==> src/rtl/mario_pkg.sv <==
// -----------------------------------------------------------------------------
// mario_pkg
// Shared types and constants for the Mario sprite renderer.
//   pose_t      : animation pose chosen once per video frame
//   FRAME_*     : sprite ROM frame numbers (rom_addr[10:8])
//   KEY_A/KEY_D : keycodes for walk left / walk right
//   SPRITE_W    : sprite edge in pixels (ROM addressing assumes 16)
//   frame_sel() : maps pose + walk phase onto a ROM frame number
// -----------------------------------------------------------------------------
package mario_pkg;

  typedef enum logic [1:0] {
    POSE_IDLE = 2'd0,
    POSE_WALK = 2'd1,
    POSE_JUMP = 2'd2
  } pose_t;

  localparam logic [2:0] FRAME_IDLE  = 3'd0;
  localparam logic [2:0] FRAME_WALK0 = 3'd1;
  localparam logic [2:0] FRAME_JUMP  = 3'd4;

  localparam logic [7:0] KEY_A = 8'h04;
  localparam logic [7:0] KEY_D = 8'h07;

  localparam int SPRITE_W = 16;

  // Walk frames are consecutive starting at FRAME_WALK0; frames 5..7 are unused.
  function automatic logic [2:0] frame_sel(input pose_t pose, input logic [1:0] phase);
    case (pose)
      POSE_WALK: frame_sel = FRAME_WALK0 + {1'b0, phase};
      POSE_JUMP: frame_sel = FRAME_JUMP;
      default:   frame_sel = FRAME_IDLE;
    endcase
  endfunction

endpackage

==> src/rtl/mario_sprite_renderer_if.sv <==
// -----------------------------------------------------------------------------
// mario_sprite_renderer_if
// Pixel-side bus of the sprite renderer: sprite ROM address/data and the
// results handed to the color mapper.
//   rom_addr    : sprite ROM address {frame[2:0], row[3:0], col[3:0]}
//   rom_data    : ROM palette index, valid one clk_50 after rom_addr
//   sprite_on   : current pixel is opaque Mario
//   sprite_idx  : palette index for the color mapper
//   facing_left : current facing direction
// Modports: master = renderer, slave = ROM / color-mapper side.
// -----------------------------------------------------------------------------
interface mario_sprite_renderer_if;

  logic [10:0] rom_addr;
  logic [3:0]  rom_data;
  logic        sprite_on;
  logic [3:0]  sprite_idx;
  logic        facing_left;

  modport master (
    output rom_addr,
    output sprite_on,
    output sprite_idx,
    output facing_left,
    input  rom_data
  );

  modport slave (
    input  rom_addr,
    input  sprite_on,
    input  sprite_idx,
    input  facing_left,
    output rom_data
  );

endinterface

==> src/rtl/mario_sprite_renderer_sync_edge_detect.sv <==
// -----------------------------------------------------------------------------
// sync_edge_detect
// Brings a slow, asynchronous level signal into the clk_50 domain through a
// 2-flop synchronizer and emits a single-cycle pulse on each rising edge.
//   clk_50     : system clock
//   Reset      : asynchronous active-low reset
//   async_in   : level to synchronize (never used as a clock)
//   rise_pulse : one clk_50 cycle high per rising edge of async_in
// -----------------------------------------------------------------------------
module sync_edge_detect (
  input  logic clk_50,
  input  logic Reset,
  input  logic async_in,
  output logic rise_pulse
);

  logic [1:0] sync_q;
  logic       prev_q;

  // NOTE: flops are written with <= so every register samples the values
  // present before the edge; blocking '=' here would collapse the chain.
  always_ff @(posedge clk_50 or negedge Reset) begin
    if (!Reset) begin
      sync_q <= 2'b00;
      prev_q <= 1'b0;
    end else begin
      sync_q <= {sync_q[0], async_in};
      prev_q <= sync_q[1];
    end
  end

  assign rise_pulse = sync_q[1] & ~prev_q;

endmodule

==> src/rtl/mario_sprite_renderer.sv <==
// -----------------------------------------------------------------------------
// mario_sprite_renderer
// Chooses Mario's pose and facing once per video frame and, per pixel, fetches
// the 16x16 4bpp sprite ROM to produce a palette index and an opaque flag.
// Ports:
//   clk_50          : system clock, the only clock
//   Reset           : asynchronous active-low reset
//   frame_clk       : vsync-rate level, synchronized and edge-detected
//   pixel_clk       : pixel-rate level, synchronized and edge-detected
//   keycode         : current keyboard code (sampled on frame ticks only)
//   BallX / BallY   : Mario top-left position
//   DrawX / DrawY   : current scan position
//   bus (master)    : rom_addr/rom_data, sprite_on, sprite_idx, facing_left
// Optional build macro SPRITE_DEBUG_BOX_EN: draws the 16x16 box border in
// palette index 4'hF, overriding transparency, with unchanged latency.
// Pipeline: pix_ce -> rom_addr (+1) -> rom_data (+2) -> sprite_on/idx (+3).
// -----------------------------------------------------------------------------
module mario_sprite_renderer
  import mario_pkg::*;
#(
  parameter int         SPRITE_SIZE     = SPRITE_W,
  parameter int         ANIM_DIV        = 4,
  parameter logic [3:0] TRANSPARENT_IDX = 4'h0,
  parameter logic [7:0] KEY_LEFT        = KEY_A,
  parameter logic [7:0] KEY_RIGHT       = KEY_D
) (
  input  logic                    clk_50,
  input  logic                    Reset,
  input  logic                    frame_clk,
  input  logic                    pixel_clk,
  input  logic [7:0]              keycode,
  input  logic [9:0]              BallX,
  input  logic [9:0]              BallY,
  input  logic [9:0]              DrawX,
  input  logic [9:0]              DrawY,
  mario_sprite_renderer_if.master bus
);

  logic frame_tick;
  logic pix_ce;

  sync_edge_detect u_frame_sync (
    .clk_50     (clk_50),
    .Reset      (Reset),
    .async_in   (frame_clk),
    .rise_pulse (frame_tick)
  );

  sync_edge_detect u_pixel_sync (
    .clk_50     (clk_50),
    .Reset      (Reset),
    .async_in   (pixel_clk),
    .rise_pulse (pix_ce)
  );

  // ---------------------------------------------------------------------------
  // Per-frame state: pose FSM, facing, walk sequencing, previous BallY
  // ---------------------------------------------------------------------------
  pose_t      pose_q, pose_d;
  logic       facing_q, facing_d;
  logic [1:0] phase_q, phase_d;
  logic [3:0] div_q, div_d;
  logic [9:0] prev_y_q, prev_y_d;

  always_ff @(posedge clk_50 or negedge Reset) begin
    if (!Reset) begin
      pose_q   <= POSE_IDLE;
      facing_q <= 1'b0;
      phase_q  <= 2'd0;
      div_q    <= 4'd0;
      prev_y_q <= 10'd0;
    end else begin
      pose_q   <= pose_d;
      facing_q <= facing_d;
      phase_q  <= phase_d;
      div_q    <= div_d;
      prev_y_q <= prev_y_d;
    end
  end

  always_comb begin
    // NOTE: every output of this block gets a hold value first, so paths that
    // skip an assignment cannot infer a latch.
    pose_d   = pose_q;
    facing_d = facing_q;
    phase_d  = phase_q;
    div_d    = div_q;
    prev_y_d = prev_y_q;

    if (frame_tick) begin
      prev_y_d = BallY;

      // Vertical motion wins over walking: any BallY change shows the jump pose.
      if (BallY != prev_y_q)
        pose_d = POSE_JUMP;
      else if (keycode == KEY_LEFT || keycode == KEY_RIGHT)
        pose_d = POSE_WALK;
      else
        pose_d = POSE_IDLE;

      if (keycode == KEY_LEFT)
        facing_d = 1'b1;
      else if (keycode == KEY_RIGHT)
        facing_d = 1'b0;

      if (pose_d == POSE_WALK) begin
        if (div_q == 4'(ANIM_DIV - 1)) begin
          div_d   = 4'd0;
          phase_d = (phase_q == 2'd2) ? 2'd0 : phase_q + 2'd1;
        end else begin
          div_d = div_q + 4'd1;
        end
      end else begin
        div_d   = 4'd0;
        phase_d = 2'd0;
      end
    end
  end

  logic [2:0] frame;
  assign frame = frame_sel(pose_q, phase_q);

  // ---------------------------------------------------------------------------
  // Pixel pipeline
  // ---------------------------------------------------------------------------
  // 11-bit differences: a scan position left of / above Mario becomes a large
  // unsigned value and falls out of the box, and BallX near the right edge
  // cannot wrap.
  logic [10:0] dx, dy;
  logic        in_box;
  logic [3:0]  col;

  assign dx     = {1'b0, DrawX} - {1'b0, BallX};
  assign dy     = {1'b0, DrawY} - {1'b0, BallY};
  assign in_box = (dx < 11'(SPRITE_SIZE)) && (dy < 11'(SPRITE_SIZE));
  assign col    = facing_q ? (4'd15 - dx[3:0]) : dx[3:0];

  logic [10:0] rom_addr_q;
  logic        in_box_q, in_box_d;
  logic        pix_v0, pix_v1;
  logic        sprite_on_q;
  logic [3:0]  sprite_idx_q;

`ifdef SPRITE_DEBUG_BOX_EN
  logic border;
  logic border_q, border_d;

  assign border = in_box && (dx[3:0] == 4'd0 || dx[3:0] == 4'd15 ||
                             dy[3:0] == 4'd0 || dy[3:0] == 4'd15);

  always_ff @(posedge clk_50 or negedge Reset) begin
    if (!Reset) begin
      border_q <= 1'b0;
      border_d <= 1'b0;
    end else begin
      border_d <= border_q;
      if (pix_ce)
        border_q <= border;
    end
  end
`endif

  // NOTE: the data registers are reset along with the valid bits so that the
  // outputs read 0 the moment Reset asserts, even mid-line.
  always_ff @(posedge clk_50 or negedge Reset) begin
    if (!Reset) begin
      rom_addr_q   <= 11'd0;
      in_box_q     <= 1'b0;
      in_box_d     <= 1'b0;
      pix_v0       <= 1'b0;
      pix_v1       <= 1'b0;
      sprite_on_q  <= 1'b0;
      sprite_idx_q <= 4'd0;
    end else begin
      pix_v0   <= pix_ce;
      pix_v1   <= pix_v0;
      in_box_d <= in_box_q;

      // Stage 0: frame/facing come from the registered state, so a frame tick
      // in the same cycle only affects the following pixel.
      if (pix_ce) begin
        rom_addr_q <= {frame, dy[3:0], col};
        in_box_q   <= in_box;
      end

      // Stage 2: capture the ROM word once it has had a cycle to return, and
      // hold the result until the next pixel arrives.
      if (pix_v1) begin
`ifdef SPRITE_DEBUG_BOX_EN
        if (border_d) begin
          sprite_on_q  <= 1'b1;
          sprite_idx_q <= 4'hF;
        end else begin
          sprite_on_q  <= in_box_d && (bus.rom_data != TRANSPARENT_IDX);
          sprite_idx_q <= bus.rom_data;
        end
`else
        sprite_on_q  <= in_box_d && (bus.rom_data != TRANSPARENT_IDX);
        sprite_idx_q <= bus.rom_data;
`endif
      end
    end
  end

  assign bus.rom_addr    = rom_addr_q;
  assign bus.sprite_on   = sprite_on_q;
  assign bus.sprite_idx  = sprite_idx_q;
  assign bus.facing_left = facing_q;

endmodule

==> src/flat_wrapper.sv <==
// flat-port wrapper written by rule: the top's interface ports become plain ports
module mario_sprite_renderer_flat import mario_pkg::*;
#(
  parameter int         SPRITE_SIZE     = SPRITE_W,
  parameter int         ANIM_DIV        = 4,
  parameter logic [3:0] TRANSPARENT_IDX = 4'h0,
  parameter logic [7:0] KEY_LEFT        = KEY_A,
  parameter logic [7:0] KEY_RIGHT       = KEY_D
)
  (clk_50, Reset, frame_clk, pixel_clk, keycode, BallX, BallY, DrawX, DrawY, bus_rom_addr, bus_sprite_on, bus_sprite_idx, bus_facing_left, bus_rom_data);
  mario_sprite_renderer_if bus_i ();
  input  logic clk_50;
  input  logic Reset;
  input  logic frame_clk;
  input  logic pixel_clk;
  input  logic [7:0] keycode;
  input  logic [9:0] BallX;
  input  logic [9:0] BallY;
  input  logic [9:0] DrawX;
  input  logic [9:0] DrawY;
  output wire logic [$bits(bus_i.rom_addr)-1:0] bus_rom_addr;
  output wire logic [$bits(bus_i.sprite_on)-1:0] bus_sprite_on;
  output wire logic [$bits(bus_i.sprite_idx)-1:0] bus_sprite_idx;
  output wire logic [$bits(bus_i.facing_left)-1:0] bus_facing_left;
  input wire logic [$bits(bus_i.rom_data)-1:0] bus_rom_data;
  assign bus_rom_addr = bus_i.rom_addr;
  assign bus_sprite_on = bus_i.sprite_on;
  assign bus_sprite_idx = bus_i.sprite_idx;
  assign bus_facing_left = bus_i.facing_left;
  assign bus_i.rom_data = bus_rom_data;
  mario_sprite_renderer #(.SPRITE_SIZE(SPRITE_SIZE), .ANIM_DIV(ANIM_DIV), .TRANSPARENT_IDX(TRANSPARENT_IDX), .KEY_LEFT(KEY_LEFT), .KEY_RIGHT(KEY_RIGHT)) u_core (.clk_50(clk_50), .Reset(Reset), .frame_clk(frame_clk), .pixel_clk(pixel_clk), .keycode(keycode), .BallX(BallX), .BallY(BallY), .DrawX(DrawX), .DrawY(DrawY), .bus(bus_i));
endmodule
==> config.mk <==
export PLATFORM = sky130hd
export DESIGN_NAME = mario_sprite_renderer_flat
export DESIGN_NICKNAME = d
export VERILOG_FILES = /design/src/rtl/mario_pkg.sv /design/src/rtl/mario_sprite_renderer_if.sv /design/src/rtl/mario_sprite_renderer_sync_edge_detect.sv /design/src/rtl/mario_sprite_renderer.sv /design/src/flat_wrapper.sv
export SDC_FILE = /design/constraint.sdc
export NUM_CORES = 1
export LEC_CHECK = 0
export BUFFER_PORTS_ARGS = -buffer_cell sky130_fd_sc_hd__buf_4
export CORE_ASPECT_RATIO = 0.6
export CORE_MARGIN = 1.5
export CORE_UTILIZATION = 30
export CTS_BUF_LIST = sky130_fd_sc_hd__clkbuf_2 sky130_fd_sc_hd__clkbuf_4 sky130_fd_sc_hd__clkbuf_8
export CTS_CLUSTER_DIAMETER = 30
export DETAILED_ROUTE_END_ITERATION = 16
export GPL_TIMING_DRIVEN = 0
export HOLD_SLACK_MARGIN = 0.02
export PLACE_DENSITY = 0.52
export SYNTH_ARGS = -nofsm -noshare
export SYNTH_HDL_FRONTEND = slang
export SYNTH_SLANG_ARGS = --single-unit
==> constraint.sdc <==
create_clock -name clk_50 -period 3.6 [get_ports clk_50]
set_clock_uncertainty 0.05 [all_clocks]
set_input_delay 0.54 -clock clk_50 [delete_from_list [all_inputs] [get_ports clk_50]]
set_output_delay 0.54 -clock clk_50 [all_outputs]
set_load 0.01 [all_outputs]
==> Yosys cells after proc, flatten, opt, wreduce, memory -nomap -nowiden <==
Cells that the tools add are included.
{ "word_totals": {"regBits": 45, "out_inout_bits": 17} }
{ "classes": {"add_sub_neg": 6, "n_lt_le_gt_ge": 2, "eq_ne": 9, "muxes": 12, "n_bitwise": 4, "n_reduce_logical": 7} }
{ "ops": {"columns": ["cell", "n"], "rows": [
  ["$lt A11 B5 Y1 const B", 2],
  ["$sub A10 B10 Y11", 2],
  ["$eq A8 B3 Y1 const B", 2],
  ["$mux W4", 3],
  ["$mux W2", 5],
  ["$ne A10 B10 Y1", 1],
  ["$pmux W3 S2", 1],
  ["$add A4 B1 Y4 const B", 1],
  ["$eq A2 B1 Y1 const B", 2],
  ["$eq A2 B2 Y1 const B", 2],
  ["$eq A4 B2 Y1 const B", 1],
  ["$reduce_and A2 Y1", 2],
  ["$reduce_bool A4 Y1", 1],
  ["$sub A4 B4 Y4 const A", 1],
  ["$add A1 B2 Y3 const A", 1],
  ["$mux W1", 3],
  ["$add A2 B1 Y2 const B", 1],
  ["$and A1 B1 Y1", 2],
  ["$logic_and A1 B1 Y1", 2],
  ["$ne A2 B2 Y1 const B", 1],
  ["$not A1 Y1", 2],
  ["$reduce_bool A2 Y1", 1],
  ["$logic_or A1 B1 Y1", 1]
]} }

==> Longest topological paths before layout <==
{ "logic_depth": {"ltp_word": 8, "ltp_mapped": 10} }

==> Cells and area by module <==
Synthesis repeated with hierarchy kept, for this count alone.
{ "unflattened": {"hier_cells": 313, "area_unflattened_um2": 3046.7} }
{ "modules_own_cells": {"columns": ["module", "n_inst", "cells_each", "area_each_um2", "seq_area_each_um2"], "rows": [
  ["mario_sprite_renderer", 1, 305, 2869.0, 975.9],
  ["sync_edge_detect", 2, 4, 88.8, 75.1]
]} }

==> Least setup slack after synthesis <==
Ideal clock, no wire load.
{ "synth_path": {"kind": "input-to-reg", "from": "input port DrawY[0]", "to": "register u_core.in_box_q", "setup_time_ps": 121, "t_arrival_ps": 2209, "required_ps": 3429, "path_slack_ps": 1219, "path_stages": 10, "path_cell_list": "inv_1 ha_1 fa_1 nand2b_1 o2bb2ai_1 o21ai_0 nand3_1 a21oi_1 nor4_1 a32o_2"} }
{ "synth_between": {"elab_chain_cells": 3} }
{ "synth_lines": {"columns": ["item", "line", "source"], "rows": [
  ["from (decl)", "flat_wrapper.sv:20", "input logic [9:0] DrawY;"],
  ["$sub A10 B10 Y11", "mario_sprite_renderer.sv:134", "assign dy = {1'b0, DrawY} - {1'b0, BallY};"],
  ["$lt A11 B5 Y1", "mario_sprite_renderer.sv:135", "assign in_box = (dx < 11'(SPRITE_SIZE)) && (dy < 11'(SPRITE_SIZE));"],
  ["$logic_and A1 B1 Y1", "mario_sprite_renderer.sv:135", null],
  ["to (signal assigned)", "mario_sprite_renderer.sv:183", "in_box_q <= in_box;"],
  ["to (decl)", "mario_sprite_renderer.sv:139", "logic in_box_q, in_box_d;"]
]} }
No other way between the ends.
A chain may end at the register's enable or synchronous reset.

==> Worst setup path after layout <==
{ "layout_path": {"from": "input port BallY[0]", "to": "register u_core.in_box_q"} }
{ "layout_between": {"elab_chain_cells": 3} }
{ "layout_lines": {"columns": ["item", "line", "source"], "rows": [
  ["from (decl)", "flat_wrapper.sv:18", "input logic [9:0] BallY;"],
  ["$sub A10 B10 Y11", "mario_sprite_renderer.sv:134", null],
  ["$lt A11 B5 Y1", "mario_sprite_renderer.sv:135", null],
  ["$logic_and A1 B1 Y1", "mario_sprite_renderer.sv:135", null]
]} }
No other way between the ends.

==> impl.org <==
** Timing
- Pins Over Slew Limit :: 0
- Setup repair after global routing left no endpoint under its margin.
- The worst path in the final design needs a cycle of 2.48 ns, including I/O delays and setup.
- Hold is met by 0.180 ns.
- Measured against its own limit, the worst slew margin works out to 0.530.
- Slew @ Worst Pin :: 0.699 ns
- Peak Freq :: 403 MHz
- Of the available clock period, the critical path in the final layout requires 0.689.
- Number of hold-slack violations in the final timing report :: 0
- Setup violations remaining at the end of the flow were counted as 0.
- Setup total negative slack on the finished layout was measured at 0 ns.
- After layout, the worst setup slack is 1.12 ns.

** Route
- Dividing the detail-routed wire length by the instance count gives 13.6 um.
- Using the TritonRoute via totals, the vias-per-cell ratio works out to 4.80.
- Post-route ant nets :: 0
- Topmost layer with routed signal wires :: met4
- Amount of wire on met2 after detailed routing :: 2670 um
- Routed WL :: 6700 um
- Before antenna repair, the detailed router went through 4 iterations.
- DRT met1 WL :: 3550 um
- Number of vias in the routed layout :: 2372
- Total DRC errors in the routed layout :: 0
- The routed design uses 439 um of met3 wire.
- The first routing iteration left 131 violations.

** Placed design
- Counting tap cells, the placed design contains a total of 486 instances.
- Setup slack after placement :: 0.814 ns
- After legalization and detailed placement, the total HPWL measured 5460 um.
- Number of buffer cells added on primary ports :: 72
- Routability congestion estimate :: 0.801

** Logic synthesis
- Yosys top cell area share :: 0.404
- Yosys mapped the design onto 42 distinct sky130hd cell types.
- Post-Synthesis Cells :: 302
- Summing every instance area after synthesis gives 2780 um2.
- By area the synthesized netlist is led by dfrtp_1 (40%), ha_1 (12%), o21ai_0 (6.3%).
- Ys async rst share :: 1.00
- The synthesized design contains 45 register bits.
- After synthesis, the mean cell area works out to 9.22 um2.
- The most used flip-flop cell after synthesis is dfrtp_1.
- EDFF count, synth :: 0
- Share of the yosys chip area belonging to registers :: 0.404
- For this run, the number of Yosys warnings is 0.
- Net count after synthesis :: 386
- Yosys top cell by area :: dfrtp_1

** Run
- The tool flagged a number of max-cap violations equal to 0.

** Global routing
- The initial antenna violation count is 0.
- Largest net degree at the start of global routing :: 46
- The first global-routing pass estimated 11100 um of wire.
- Global route total overflow :: 0
- Across every metal layer, demand over resource in global routing totals 0.144.
- Via count of the first global-routing pass :: 2278

** CTS
- Level count of the clock H-tree :: 2
- After clock tree synthesis, the repair step resized 0 gates.
- Root Driver :: clkbuf_8
- Once the clock tree was built, the setup fixing pass inserted 0 buffers.
- TritonCTS built the clock tree.
- TritonCTS created 5 clock buffers.
- Buffer depth of the longest clock path :: 2
- The tree built by TritonCTS fans out to 45 sinks.
- Clock latency on the worst-skew pair :: 0.30 ns
- In this run, post-CTS hold repair placed 0 buffers.
- Clock transition at path regs :: 0.08 ns

** Outcome
- Outcome :: complete, no violations

** Power
- In this run the power spent charging and discharging nets is 0.369 mW.
- For this design the static power due to leakage is 1.79 nW.
- Sequential group share of total power :: 0.438
- Maximum VDD drop :: 149 uV
- Switch share :: 0.278
- Combinational fraction of design power :: 0.256
- Cell internal power was estimated by the tool at 0.955 mW.
- Clock Power Share :: 0.306
- Power density normalized to cell area :: 369 nW/um2

** Floorplanning
- The core region is 8750 um2.
- Die Area :: 9890 um2
- Pin placement for this block handled 73 I/O pins.
- The die is 127 um wide.
- The initial utilization of the core area, before any placement, comes to 0.318.
- After floorplanning, the core was divided into 26 placement rows.
- The die is 77.6 um tall.

** Worst hold path
- Kind of path behind the tightest hold check :: input pin to async pin

** Setup path
- STA classifies the critical path endpoint as a flip-flop.
- Logic depth of the worst register-to-register path :: 7
- Data on the critical path arrives at its endpoint at 2.63 ns.
- In this run the critical register-to-register path is launched from u_core.prev_y_q[8]$_DFFE_PN0P_.
- Along the worst path, the maximum fanout reaches 3.
- The worst register-to-register path has a setup slack of 1.26 ns.
- Critical Setup Path Class :: input pin to flip-flop
- The endpoint identified for the worst register-to-register timing path is u_core.div_q[3]$_DFFE_PN0P_.
- STA classifies the critical path startpoint as an input pin.
- At the worst endpoint, the required time is 3.75 ns.

** Layout
- The repair_antennas step left the layout with diodes totalling 0.
- The area growth from synthesis to layout is 28.8%.
- Post-route insts no fill :: 494
- Ratio of cells with drive above 1 in the final layout :: 0.233
- Once layout is complete, the utilization of the core stands at 0.410.
- The net count of the finished layout is 465.
state kept, by name, summed over array words and instances (netlist names):
register	cells
u_core.pix_v1	1
u_core.u_pixel_sync.prev_q	1
u_core.div_q	4
u_core.pose_q	2
u_core.u_frame_sync.sync_q	2
u_core.bus.sprite_idx	4
u_core.bus.sprite_on	1
u_core.in_box_d	1
u_core.pix_v0	1
u_core.phase_q	2
u_core.in_box_q	1
u_core.bus.facing_left	1
u_core.bus.rom_addr	11
u_core.u_pixel_sync.sync_q	2
u_core.prev_y_q	10
u_core.u_frame_sync.prev_q	1
synthesized netlist by cell type (2+ instances only):
| cell | number |
|---|---|
| dfrtp_1 | 45 |
| a31oi_1 | 3 |
| nand4b_1 | 2 |
| xnor2_1 | 17 |
| mux2_2 | 4 |
| clkbuf_1 | 6 |
| nand3_1 | 10 |
| nor3b_1 | 2 |
| o211ai_1 | 2 |
| nand4_1 | 4 |
| xor2_1 | 8 |
| o21a_1 | 2 |
| o31ai_1 | 2 |
| ha_1 | 26 |
| a21oi_1 | 13 |
| fa_1 | 2 |
| nor4_1 | 3 |
| a211o_1 | 2 |
| a21o_1 | 6 |
| nand2b_1 | 5 |
| o21ai_0 | 35 |
| nor2_1 | 10 |
| nand2_1 | 42 |
| inv_1 | 31 |
| a211oi_1 | 2 |
| nor2b_1 | 2 |
layer usage:
metal	vias up	track usage
li1	1197	-
met1	1108	0.214
met5	-	0
met4	0	0.0341
met2	64	0.201
met3	3	0.0448
power by group through the flow:
stage               Combinational (mW)  Clock [mW]  Sequential [mW]
floorplan                        0.181           0            0.597
global placement                 0.337           0            0.590
detailed placement               0.341           0            0.591
CTS                              0.343       0.424            0.581
global route                     0.379       0.442            0.586
finish                           0.339       0.405            0.580
critical path, stage by stage:
cell and delay, ns:
buf_4 0.12, ha_1 0.22, fa_1 0.41, nand2b_1 0.17, o2bb2ai_1 0.15, o21ai_0 0.35
nand3_1 0.15, a21oi_1 0.18, nor4_1 0.07, a32o_2 0.26
cell type report:
cell class / instances / area, um2
Fill cell: 880 / 5170
Multi-Input combinational cell: 219 / 1510
Sequential cell: 45 / 1130
Timing Repair Buffer: 72 / 541
Tap cell: 112 / 140
Inverter: 31 / 116
Clock buffer: 7 / 90.1
Buffer: 7 / 33.8
Clock inverter: 1 / 30.0
logic make-up (layout without fill, tap and decap cells):
kind of cell	after synthesis	after routing	share of synthesized area
simple gates	87	87	0.153
compound gates	74	74	0.159
flops	45	45	0.404
buf+inv	38	118	0.0539
fa+ha+maj	28	28	0.131
xor+xnor	25	25	0.0787
mux	5	5	0.0198
metrics by stage:
step                total power, mW  cell area [um2]
global placement              0.926             3460
detailed placement            0.931             3460
CTS                            1.35             3580
finish                         1.32             3580
global route                   1.41             3580
floorplan                     0.778             2780
cell usage in the layout (no fill, tap or decap), types with 8 or more instances in the layout:
| master | synthesis | final |
|---|---|---|
| xor2_1 | 8 | 8 |
| nand3_1 | 10 | 10 |
| ha_1 | 26 | 26 |
| dfrtp_1 | 45 | 45 |
| buf_4 | 0 | 72 |
| nand2_1 | 42 | 42 |
| o21ai_0 | 35 | 35 |
| inv_1 | 31 | 31 |
| a21oi_1 | 13 | 13 |
| nor2_1 | 10 | 10 |
| xnor2_1 | 17 | 17 |
worst max path at each step:
| stage | start | end | slack (ns) | cells past startpoint |
|---|---|---|---|---|
| finish | BallY[0] | u_core.in_box_q$_DFFE_PN0P_ | 1.12 | 10 |
| global route | BallY[0] | u_core.in_box_q$_DFFE_PN0P_ | 1.04 | 10 |
| CTS | BallY[0] | u_core.in_box_q$_DFFE_PN0P_ | 1.15 | 10 |
| detailed placement | BallY[0] | u_core.in_box_q$_DFFE_PN0P_ | 0.81 | 10 |
| global placement | BallY[0] | u_core.in_box_q$_DFFE_PN0P_ | 0.77 | 10 |
| floorplan | DrawY[0] | u_core.in_box_q$_DFFE_PN0P_ | 1.22 | 10 |
Note: power is estimated with default switching activity, not from simulation.
